**src/rtl/divs_seq_if.sv**
```systemverilog
// Request/result bundle of the sequential unsigned divider.
// The master drives the operands and start; the slave (divs_seq) returns the results and status.
interface divs_seq_if #(
  parameter int WIDTH = 4
) ();
  logic             start;
  logic [WIDTH-1:0] dividend;
  logic [WIDTH-1:0] divisor;
  logic [WIDTH-1:0] quotient;
  logic [WIDTH-1:0] remainder;
  logic             busy;
  logic             done;
  logic             div_by_zero;

  modport master (
    output start, dividend, divisor,
    input  quotient, remainder, busy, done, div_by_zero
  );

  modport slave (
    input  start, dividend, divisor,
    output quotient, remainder, busy, done, div_by_zero
  );
endinterface

```
**src/rtl/divs_seq.sv**
```systemverilog
// Sequential restoring divider: one quotient bit per cycle, fixed latency.
// A zero divisor skips the iterations and reports quotient = all ones, remainder = dividend.
module divs_seq #(
  parameter int WIDTH = 4
) (
  input  logic       clk,
  input  logic       rst_n,
  divs_seq_if.slave  bus
);
  localparam int CW = $clog2(WIDTH + 1);

  typedef enum logic [1:0] {
    S_IDLE = 2'd0,
    S_CALC = 2'd1,
    S_DONE = 2'd2
  } state_t;

  state_t           r_state;
  state_t           w_state_next;
  logic [WIDTH-1:0] r_divisor;
  logic [WIDTH-1:0] r_prem;
  logic [WIDTH-1:0] r_wquo;
  logic [WIDTH-1:0] r_quotient;
  logic [WIDTH-1:0] r_remainder;
  logic [CW-1:0]    r_count;
  logic             r_busy;
  logic             r_done;
  logic             r_dbz;
  logic [WIDTH:0]   w_trial;
  logic [WIDTH:0]   w_diff;
  logic             w_borrow;

  // Restoring step: shift next dividend bit into the partial remainder, trial-subtract.
  always_comb begin
    w_trial  = {r_prem, r_wquo[WIDTH-1]};
    w_borrow = (w_trial < {1'b0, r_divisor});
    w_diff   = w_trial - {1'b0, r_divisor};
  end

  // Next-state logic.
  always_comb begin
    w_state_next = r_state;
    case (r_state)
      S_IDLE: begin
        if (bus.start) begin
          if (bus.divisor == {WIDTH{1'b0}}) begin
            w_state_next = S_DONE;
          end else begin
            w_state_next = S_CALC;
          end
        end else begin
          w_state_next = S_IDLE;
        end
      end
      S_CALC: begin
        if (r_count == CW'(1)) begin
          w_state_next = S_DONE;
        end else begin
          w_state_next = S_CALC;
        end
      end
      S_DONE:  w_state_next = S_IDLE;
      default: w_state_next = S_IDLE;
    endcase
  end

  // State register.
  always_ff @(posedge clk or negedge rst_n) begin
    if (!rst_n) begin
      r_state <= S_IDLE;
    end else begin
      r_state <= w_state_next;
    end
  end

  // Datapath; status flags and results register one cycle behind the state.
  always_ff @(posedge clk or negedge rst_n) begin
    if (!rst_n) begin
      r_divisor   <= {WIDTH{1'b0}};
      r_prem      <= {WIDTH{1'b0}};
      r_wquo      <= {WIDTH{1'b0}};
      r_quotient  <= {WIDTH{1'b0}};
      r_remainder <= {WIDTH{1'b0}};
      r_count     <= {CW{1'b0}};
      r_busy      <= 1'b0;
      r_done      <= 1'b0;
      r_dbz       <= 1'b0;
    end else begin
      r_busy <= (r_state == S_CALC);
      r_done <= (r_state == S_DONE);
      case (r_state)
        S_IDLE: begin
          if (bus.start) begin
            r_divisor <= bus.divisor;
            r_count   <= CW'(WIDTH);
            if (bus.divisor == {WIDTH{1'b0}}) begin
              r_wquo <= {WIDTH{1'b1}};
              r_prem <= bus.dividend;
              r_dbz  <= 1'b1;
            end else begin
              r_wquo <= bus.dividend;
              r_prem <= {WIDTH{1'b0}};
              r_dbz  <= 1'b0;
            end
          end
        end
        S_CALC: begin
          r_prem  <= w_borrow ? w_trial[WIDTH-1:0] : w_diff[WIDTH-1:0];
          r_wquo  <= {r_wquo[WIDTH-2:0], ~w_borrow};
          r_count <= r_count - CW'(1);
        end
        S_DONE: begin
          r_quotient  <= r_wquo;
          r_remainder <= r_prem;
        end
        default: begin
          r_count <= {CW{1'b0}};
        end
      endcase
    end
  end

  assign bus.quotient    = r_quotient;
  assign bus.remainder   = r_remainder;
  assign bus.busy        = r_busy;
  assign bus.done        = r_done;
  assign bus.div_by_zero = r_dbz;
endmodule
```
**src/flat_wrapper.sv**
```systemverilog
// flat-port wrapper written by rule: the top's interface ports become plain ports
module divs_seq_flat 
#(
  parameter int WIDTH = 4
)
  (clk, rst_n, bus_start, bus_dividend, bus_divisor, bus_quotient, bus_remainder, bus_busy, bus_done, bus_div_by_zero);
  divs_seq_if #(.WIDTH(WIDTH)) bus_i ();
  input  logic clk;
  input  logic rst_n;
  input wire logic [$bits(bus_i.start)-1:0] bus_start;
  input wire logic [$bits(bus_i.dividend)-1:0] bus_dividend;
  input wire logic [$bits(bus_i.divisor)-1:0] bus_divisor;
  output wire logic [$bits(bus_i.quotient)-1:0] bus_quotient;
  output wire logic [$bits(bus_i.remainder)-1:0] bus_remainder;
  output wire logic [$bits(bus_i.busy)-1:0] bus_busy;
  output wire logic [$bits(bus_i.done)-1:0] bus_done;
  output wire logic [$bits(bus_i.div_by_zero)-1:0] bus_div_by_zero;
  assign bus_i.start = bus_start;
  assign bus_i.dividend = bus_dividend;
  assign bus_i.divisor = bus_divisor;
  assign bus_quotient = bus_i.quotient;
  assign bus_remainder = bus_i.remainder;
  assign bus_busy = bus_i.busy;
  assign bus_done = bus_i.done;
  assign bus_div_by_zero = bus_i.div_by_zero;
  divs_seq #(.WIDTH(WIDTH)) u_core (.clk(clk), .rst_n(rst_n), .bus(bus_i));
endmodule
```
**config.mk**
```make
export PLATFORM = sky130hd
export DESIGN_NAME = divs_seq_flat
export DESIGN_NICKNAME = d
export VERILOG_FILES = /design/src/rtl/divs_seq_if.sv /design/src/rtl/divs_seq.sv /design/src/flat_wrapper.sv
export SDC_FILE = /design/constraint.sdc
export NUM_CORES = 1
export LEC_CHECK = 0
export BUFFER_PORTS_ARGS = -buffer_cell sky130_fd_sc_hd__buf_2
export CAP_MARGIN = 20
export CORE_UTILIZATION = 40
export CTS_CLUSTER_SIZE = 30
export DETAILED_ROUTE_END_ITERATION = 16
export PLACE_DENSITY = 0.72
export SLEW_MARGIN = 20
export SYNTH_ARGS = -nofsm -noshare
export SYNTH_HDL_FRONTEND = slang
export SYNTH_SLANG_ARGS = --single-unit
```
**constraint.sdc**
```tcl
create_clock -name clk -period 2.5 [get_ports clk]
set_input_delay 0.625 -clock clk [delete_from_list [all_inputs] [get_ports clk]]
set_output_delay 0.625 -clock clk [all_outputs]
set_load 0.005 [all_outputs]
```
==> summary.md, run 1 <==
| Metric | Value |
|---|---|
| Crit-path slowest cell | `dfrtp_1` |
| Multiplexer share of the synthesized area | `7.047%` |
| Final period util | `79.91%` |
| Post-Synth XOR/XNOR Area | `0%` |
| Vias in the first global route | `~1,100` |
| Netlist Area Pre-Place | `0.001403 mm²` |
| Setup_tns | `0 ps` |
| Netlist cell types | `36` |
| Achievable Freq | `500.6 MHz` |
| Hold_ws | `between 200 and 300 ps` |
| Largest family of logic cells by synthesized area | `compound AO/OA/AOI/OAI gates` |
| Top cells by area, synth | `dfrtp_1, ha_1, nand2_1` |
| Worst-Skew Late Latency | `330 ps` |
| Post-Synth Adder-Cell Area | `6.780%` |
| Leakage | `0.7681 nW` |
| Synth area leader | `dfrtp_1` |
| Final Hold Vio Count | `0` |
| Startpoint Class | `flop` |
| Worst Path Arrival | `2220 ps` |
| Seq/Total Area, Yosys | `49.96%` |
| RD Place Congestion | `around 0.8` |
| Post-cts sizing count | `0` |
| Setup CP Type | `flop to flop` |
| Combinational power share | `46.0%` |
| Period minus WS final | `1998 ps` |
| TritonCTS clock tree | `built` |
| Port bufs | `21` |
| Clock Tree Buf Depth | `2` |
| Number of fill cells in the layout | `324` |
| Syn_nets | `152` |
| Final-report max-slew violation count | `0` |
| Slew Limit Headroom | `53.51%` |
| RSZ-0062 raised after global routing | `false` |
| WL/cell | `approximately 15 µm` |
| Antenna cell count | `0` |
| Crit end category | `flop` |
| Core area | `~0.0033 mm²` |
| Die X-Extent | `61.22 µm` |
| Drt via density | `about 5.4` |
| Layout cells sized above 1 | `21.15%` |
| Post-DP HPWL | `~2300 µm` |
| Clk slew on worst S/H paths | `160 ps` |
| Hold WC Path Type | `primary input to asynchronous set/reset pin` |
| WP data required | `2720 ps` |
| Ys Warns | `0` |
| Largest net degree at the start of global routing | `29` |
| Leading cell type in the layout, fill and taps excluded | `dfrtp_1` |
| Sink Count | `28` |
| Worst-path maximum fanout | `6` |
| Power share of the clock group | `14.3%` |
| Initial antenna violation count | `0` |
| Initial Util | `42.03%` |
| Buf/Inv on CP | `0` |
| #FFs+latches synth | `28` |
| # IOs | `22` |
| Switching pwr | `836.0 µW` |
| Cells after synthesis | `approximately 130` |
| Hold Buf Count CTS | `0` |
| Yosys top cell area share | `between 40% and 50%` |
| Pwr/cell area | `about 1300 mW/mm²` |
| Status | `finished, final reports clean` |
| Sequence of cells on the critical path | `ha_1 -> nor2b_1 -> o311a_4 -> nor3_2 -> mux2i_1 -> o21ai_1` |
| CP max stage delay | `between 400 and 500 ps` |
| Routed wire length | `2951 µm` |
| Clock skew | `8.024 ps` |
| Register share of total power | `39.7%` |
| Die area | `0.003747 mm²` |
| Simple-gate share of the synthesized area | `13.65%` |
| Pre-antenna DRT Iters | `4` |
| Final nets | `175` |
| Overflow after GRT | `0` |
| Total Routing Usage GR | `19.06%` |
| Sw Ratio | `39.76%` |
| DRC violations left | `0` |
| Max-cap violation count | `0` |
| Maximum vdd drop | `0.0004776 V` |
| Most frequent cells in the layout | `dfrtp_1, buf_2, nand2_1, inv_1, o21ai_0` |
| TritonCTS Buffers | `3` |
| Compound-Gate Fraction of Synth Area | `approximately 17%` |
| Internal power | `around 1.3 mW` |
| Final setup fails | `0` |
| Slew @ Worst Pin | `just under 700 ps` |
| P&R area growth vs syn | `14.45%` |
| Die H | `61.22 µm` |
| Post-CTS Setup Repair Bufs | `0` |
| ANT nets after route | `0` |
| Syn Area/Cell | `10.47 µm²` |
| CTS H-tree depth | `1` |
| First-pass GRT wire length | `5175 µm` |
| DRT iter0 DRCs | `70` |
| Root Driver | `clkbuf_4` |
| Routed vias | `1,094` |
| FP Rows | `21` |
| Crit-path leading delay family | `flip-flops` |
-- sequential cells by signal, summed over array words and instances, names as in the netlist --
register	flops
u_core.bus.busy	1
u_core.bus.div_by_zero	1
u_core.bus.done	1
u_core.bus.quotient	4
u_core.bus.remainder	4
u_core.r_count	3
u_core.r_divisor	4
u_core.r_prem	4
u_core.r_state	2
u_core.r_wquo	4
-- cell families (layout without fill, tap and decap cells) --
group,after synthesis,count (layout)
compound gates,35,35
mux,9,9
flops,28,28
buf+inv,18,40
fa+ha+maj,7,7
simple gates,37,37
-- through the flow --
step	instances	area, µm²	setup WS [ps]	util (%)	total power, mW
after floorplan	134	1403	645.0	-	1.507
final	202	1605	502.3	48.11	2.103
after global routing	202	1605	406.6	48.11	2.293
after global placement	198	1553	572.4	46.53	1.745
after CTS	202	1605	504.9	48.11	2.111
after detailed placement	198	1553	541.7	46.53	1.805
-- per-layer routing --
metal / global-route usage [%] / routed length, µm
met1: 26.69 / 1322
met2: 29.97 / 1382
met3: 2.731 / 211
met4: 7.143 / 34
met5: 0 / 0
-- area by class of cell --
| class | count | area, µm² | area share, % |
|---|---|---|---|
| clock buffers | 3 | 22.52 | 1.403 |
| clock inverters | 1 | 30.03 | 1.871 |
| inverters | 14 | 52.55 | 3.274 |
| multi-input cells | 88 | 629.4 | 39.21 |
| flip-flops and latches | 28 | 700.7 | 43.65 |
| well taps | 46 | 57.56 | 3.585 |
| repair buffers | 22 | 112.6 | 7.015 |
-- synth_stat cells --
| master | instances |
|---|---|
| a21boi_0 | 1 |
| or2_1 | 1 |
| fa_1 | 1 |
| a22o_1 | 2 |
| a22oi_1 | 6 |
| or3_1 | 1 |
| mux2_1 | 5 |
| inv_1 | 13 |
| a31oi_1 | 1 |
| a21oi_1 | 3 |
| nand3_1 | 1 |
| and2_1 | 1 |
| inv_2 | 1 |
| nor3_1 | 3 |
| mux2i_1 | 2 |
| buf_2 | 4 |
| o221ai_1 | 1 |
| nand2b_1 | 1 |
| a22oi_2 | 1 |
| ha_1 | 6 |
| o22ai_1 | 3 |
| nor2b_1 | 3 |
| nor3_2 | 1 |
| o311ai_1 | 1 |
| dfrtp_1 | 28 |
| nand2_1 | 17 |
| nor2_1 | 5 |
| o311a_4 | 1 |
| or4_1 | 1 |
| a211oi_1 | 1 |
| mux2_2 | 2 |
| nor4_4 | 1 |
| o21ai_1 | 1 |
| o21ai_0 | 12 |
| o32a_1 | 1 |
| nor4_1 | 1 |
-- power groups by stage --
stage / Combinational [mW] / Clock (mW) / Sequential (mW)
5_1_grt: 1.10 / 0.324 / 0.867
4_1_cts: 0.969 / 0.309 / 0.833
6_report: 0.966 / 0.301 / 0.835
3_5_place_dp: 0.961 / 0 / 0.845
3_3_place_gp: 0.915 / 0 / 0.831
2_1_floorplan: 0.722 / 0 / 0.785
-- path summary, 6_finish.rpt --
check	from	end	slack, ps	depth (start not counted)
worst max-delay path	u_core.r_prem[0]$_DFFE_PN0P_	u_core.r_prem[1]$_DFFE_PN0P_	500	6
worst min-delay path	rst_n	u_core.bus.remainder[1]$_DFFE_PN0P_	270	1
worst max register to register	u_core.r_prem[0]$_DFFE_PN0P_	u_core.r_prem[1]$_DFFE_PN0P_	500	6
worst min register to register	u_core.bus.quotient[3]$_DFFE_PN0P_	u_core.bus.quotient[3]$_DFFE_PN0P_	500	2
max in group asynchronous	rst_n	u_core.r_count[1]$_DFFE_PN0P_	1830	1
min in group clk	u_core.bus.quotient[3]$_DFFE_PN0P_	u_core.bus.quotient[3]$_DFFE_PN0P_	500	2
No activity file was read; power rests on OpenSTA's default activity.
==> inputs of run 2 (changes only) <==
- PLACE_DENSITY: 0.72 -> 0.74
- clock period: 2.5 -> 1.7 ns (I/O delays scaled with it)
==> summary.md, run 2 (synthesis results as in run 1) <==
| Metric | Value |
|---|---|
| Status | `finished, violations left` |
| Failing checks | `setup timing` |
| Layout cells sized above 1 | `roughly a third` |
| Achievable Freq | `545.5 MHz` |
| DRC violations left | `0` |
| Maximum vdd drop | `0.0006309 V` |
| Leading cell type in the layout, fill and taps excluded | `dfrtp_1` |
| Setup ws final | `-133.1 ps` |
| Worst Path Arrival | `2120 ps` |
| Die area | `0.003747 mm²` |
| Register share of total power | `32.5%` |
| Drt via density | `5.270` |
| TritonCTS clock tree | `built` |
| Largest net degree at the start of global routing | `29` |
| Period minus WS final | `1833 ps` |
| Switching pwr | `between 1 and 1.5 mW` |
| Setup CP Type | `flop to flop` |
| Slew Limit Headroom | `58.64%` |
| Cell Count, Final, Fillers Out | `215` |
| WP data required | `1990 ps` |
| Number of fill cells in the layout | `292` |
| Leakage | `roughly 0.85 nW` |
| Pwr/cell area | `about 2100 mW/mm²` |
| Die H | `61.22 µm` |
| Die X-Extent | `between 60 and 70 µm` |
| Crit end category | `flop` |
| Sink Count | `28` |
| Final nets | `188` |
| First-pass GRT wire length | `between 4000 and 5000 µm` |
| Total Routing Usage GR | `17.77%` |
| Worst-path maximum fanout | `3` |
| Initial Util | `42.03%` |
| FP Rows | `21` |
| Post-DP HPWL | `2241 µm` |
| Antenna cell count | `0` |
| Vias in the first global route | `approximately 1,100` |
| Hold WC Path Type | `primary input to asynchronous set/reset pin` |
| Power share of the clock group | `12.4%` |
| Combinational power share | `55.1%` |
| Max-cap violation count | `0` |
| WL/cell | `14.32 µm` |
| Sw Ratio | `38.71%` |
| CTS H-tree depth | `1` |
| DRT iter0 DRCs | `69` |
| # IOs | `22` |
| Clock skew | `approximately 19 ps` |
| TritonCTS Buffers | `3` |
| Routed wire length | `3079 µm` |
| Final Hold Vio Count | `0` |
| P&R area growth vs syn | `25.78%` |
| Final-report max-slew violation count | `0` |
| Core area | `0.003337 mm²` |
| ANT nets after route | `0` |
| Routed vias | `1,133` |
| Clock Tree Buf Depth | `2` |
| Root Driver | `clkbuf_4` |
| Overflow after GRT | `0` |
| RD Place Congestion | `0.9565` |
| Initial antenna violation count | `0` |
| Internal power | `2.218 mW` |
| Startpoint Class | `flop` |
| Port bufs | `21` |
| Final period util | `107.8%` |
| Most frequent cells in the layout | `dfrtp_1, buf_2, nand2_1, buf_4` |
| Power Total | `3.618 mW` |
| Pre-antenna DRT Iters | `4` |
| Worst-Skew Late Latency | `350 ps` |
| Final setup fails | `4` |
| Placed insts | `about 210` |
| Clk slew on worst S/H paths | `roughly 160 ps` |
| RSZ-0062 raised after global routing | `true` |
| Slew @ Worst Pin | `roughly 620 ps` |
-- run 2: cell count changes in the layout (fill, tap and decap cells not counted), moves of 2 or more --
cell   delta
inv_2     +2
buf_6     +2
buf_4    +11
inv_1     -2
-- run 2: metrics by stage --
step / instance area [µm²] / hold WS, ps / worst slack (ps) / setup TNS [ps] / utilization, %
after floorplan: 1403 / 129.4 / -101.5 / -128.4 / -
after global placement: 1635 / 461.4 / -60.65 / -117.5 / 49.01
after detailed placement: 1635 / 465.7 / -129.4 / -339.8 / 49.01
after CTS: 1702 / 73.68 / -128.7 / -282.8 / 50.99
after global routing: 1764 / 110.4 / -183.4 / -600.9 / 52.87
final: 1764 / 61.84 / -133.1 / -339.4 / 52.87
-- run 2: path summary, 6_finish.rpt --
check                                                     end  slack [ps]  cells past startpoint                          startpoint
max                              u_core.r_prem[3]$_DFFE_PN0P_        -130                      5        u_core.r_prem[0]$_DFFE_PN0P_
min                              u_core.r_wquo[2]$_DFFE_PN0P_          60                      1                               rst_n
max reg2reg                      u_core.r_prem[3]$_DFFE_PN0P_        -130                      5        u_core.r_prem[0]$_DFFE_PN0P_
min reg2reg                u_core.bus.quotient[3]$_DFFE_PN0P_         490                      2  u_core.bus.quotient[3]$_DFFE_PN0P_
max in group asynchronous        u_core.r_prem[1]$_DFFE_PN0P_        1220                      1                               rst_n
min in group clk                 u_core.r_wquo[1]$_DFFE_PN0P_         320                      3                     bus_dividend[1]
-- run 2: power groups by stage --
stage / combinational (mW) / sequential (mW) / clock, mW
floorplan: 1.06 / 1.15 / 0
global placement: 1.60 / 1.16 / 0
detailed placement: 1.65 / 1.18 / 0
CTS: 1.73 / 1.17 / 0.457
global route: 2.21 / 1.21 / 0.472
finish: 1.99 / 1.18 / 0.448
-- run 2: layout make-up --
cell class                      count  area [µm²]  share of cell area [%]
Timing Repair Buffer               35       217.7                   12.34
Multi-Input combinational cell     88       683.2                   38.72
Sequential cell                    28       700.7                   39.72
Clock buffer                        3       22.52                   1.277
Inverter                           14       52.55                   2.979
Tap cell                           46       57.56                   3.262
Clock inverter                      1       30.03                   1.702
-- run 2: per-layer routing --
layer / vias to the layer above / part of all wire, % / GRT usage (%)
met5: - / 0 / 0
met4: 0 / 2.6 / 10.06
met3: 7 / 5.7 / 3.361
met2: 40 / 48 / 27.33
met1: 547 / 44 / 23.48
li1: 539 / - / -
-- run 2: worst max-delay path, stage by stage (launching register included) --
cell     delay (ps)
dfrtp_1         410
ha_1            280
nor2b_4         140
o311a_4         330
or4_4           480
a22oi_2         140
-- run 2: repair_timing --
action / in CTS / in global routing
pin swaps: 2 / 7
gates cloned: 0 / 0
buffers inserted: 0 / 2
hold buffers: 0 / 0
resized for setup: 7 / 10
endpoints found under the setup margin: 4 / 5
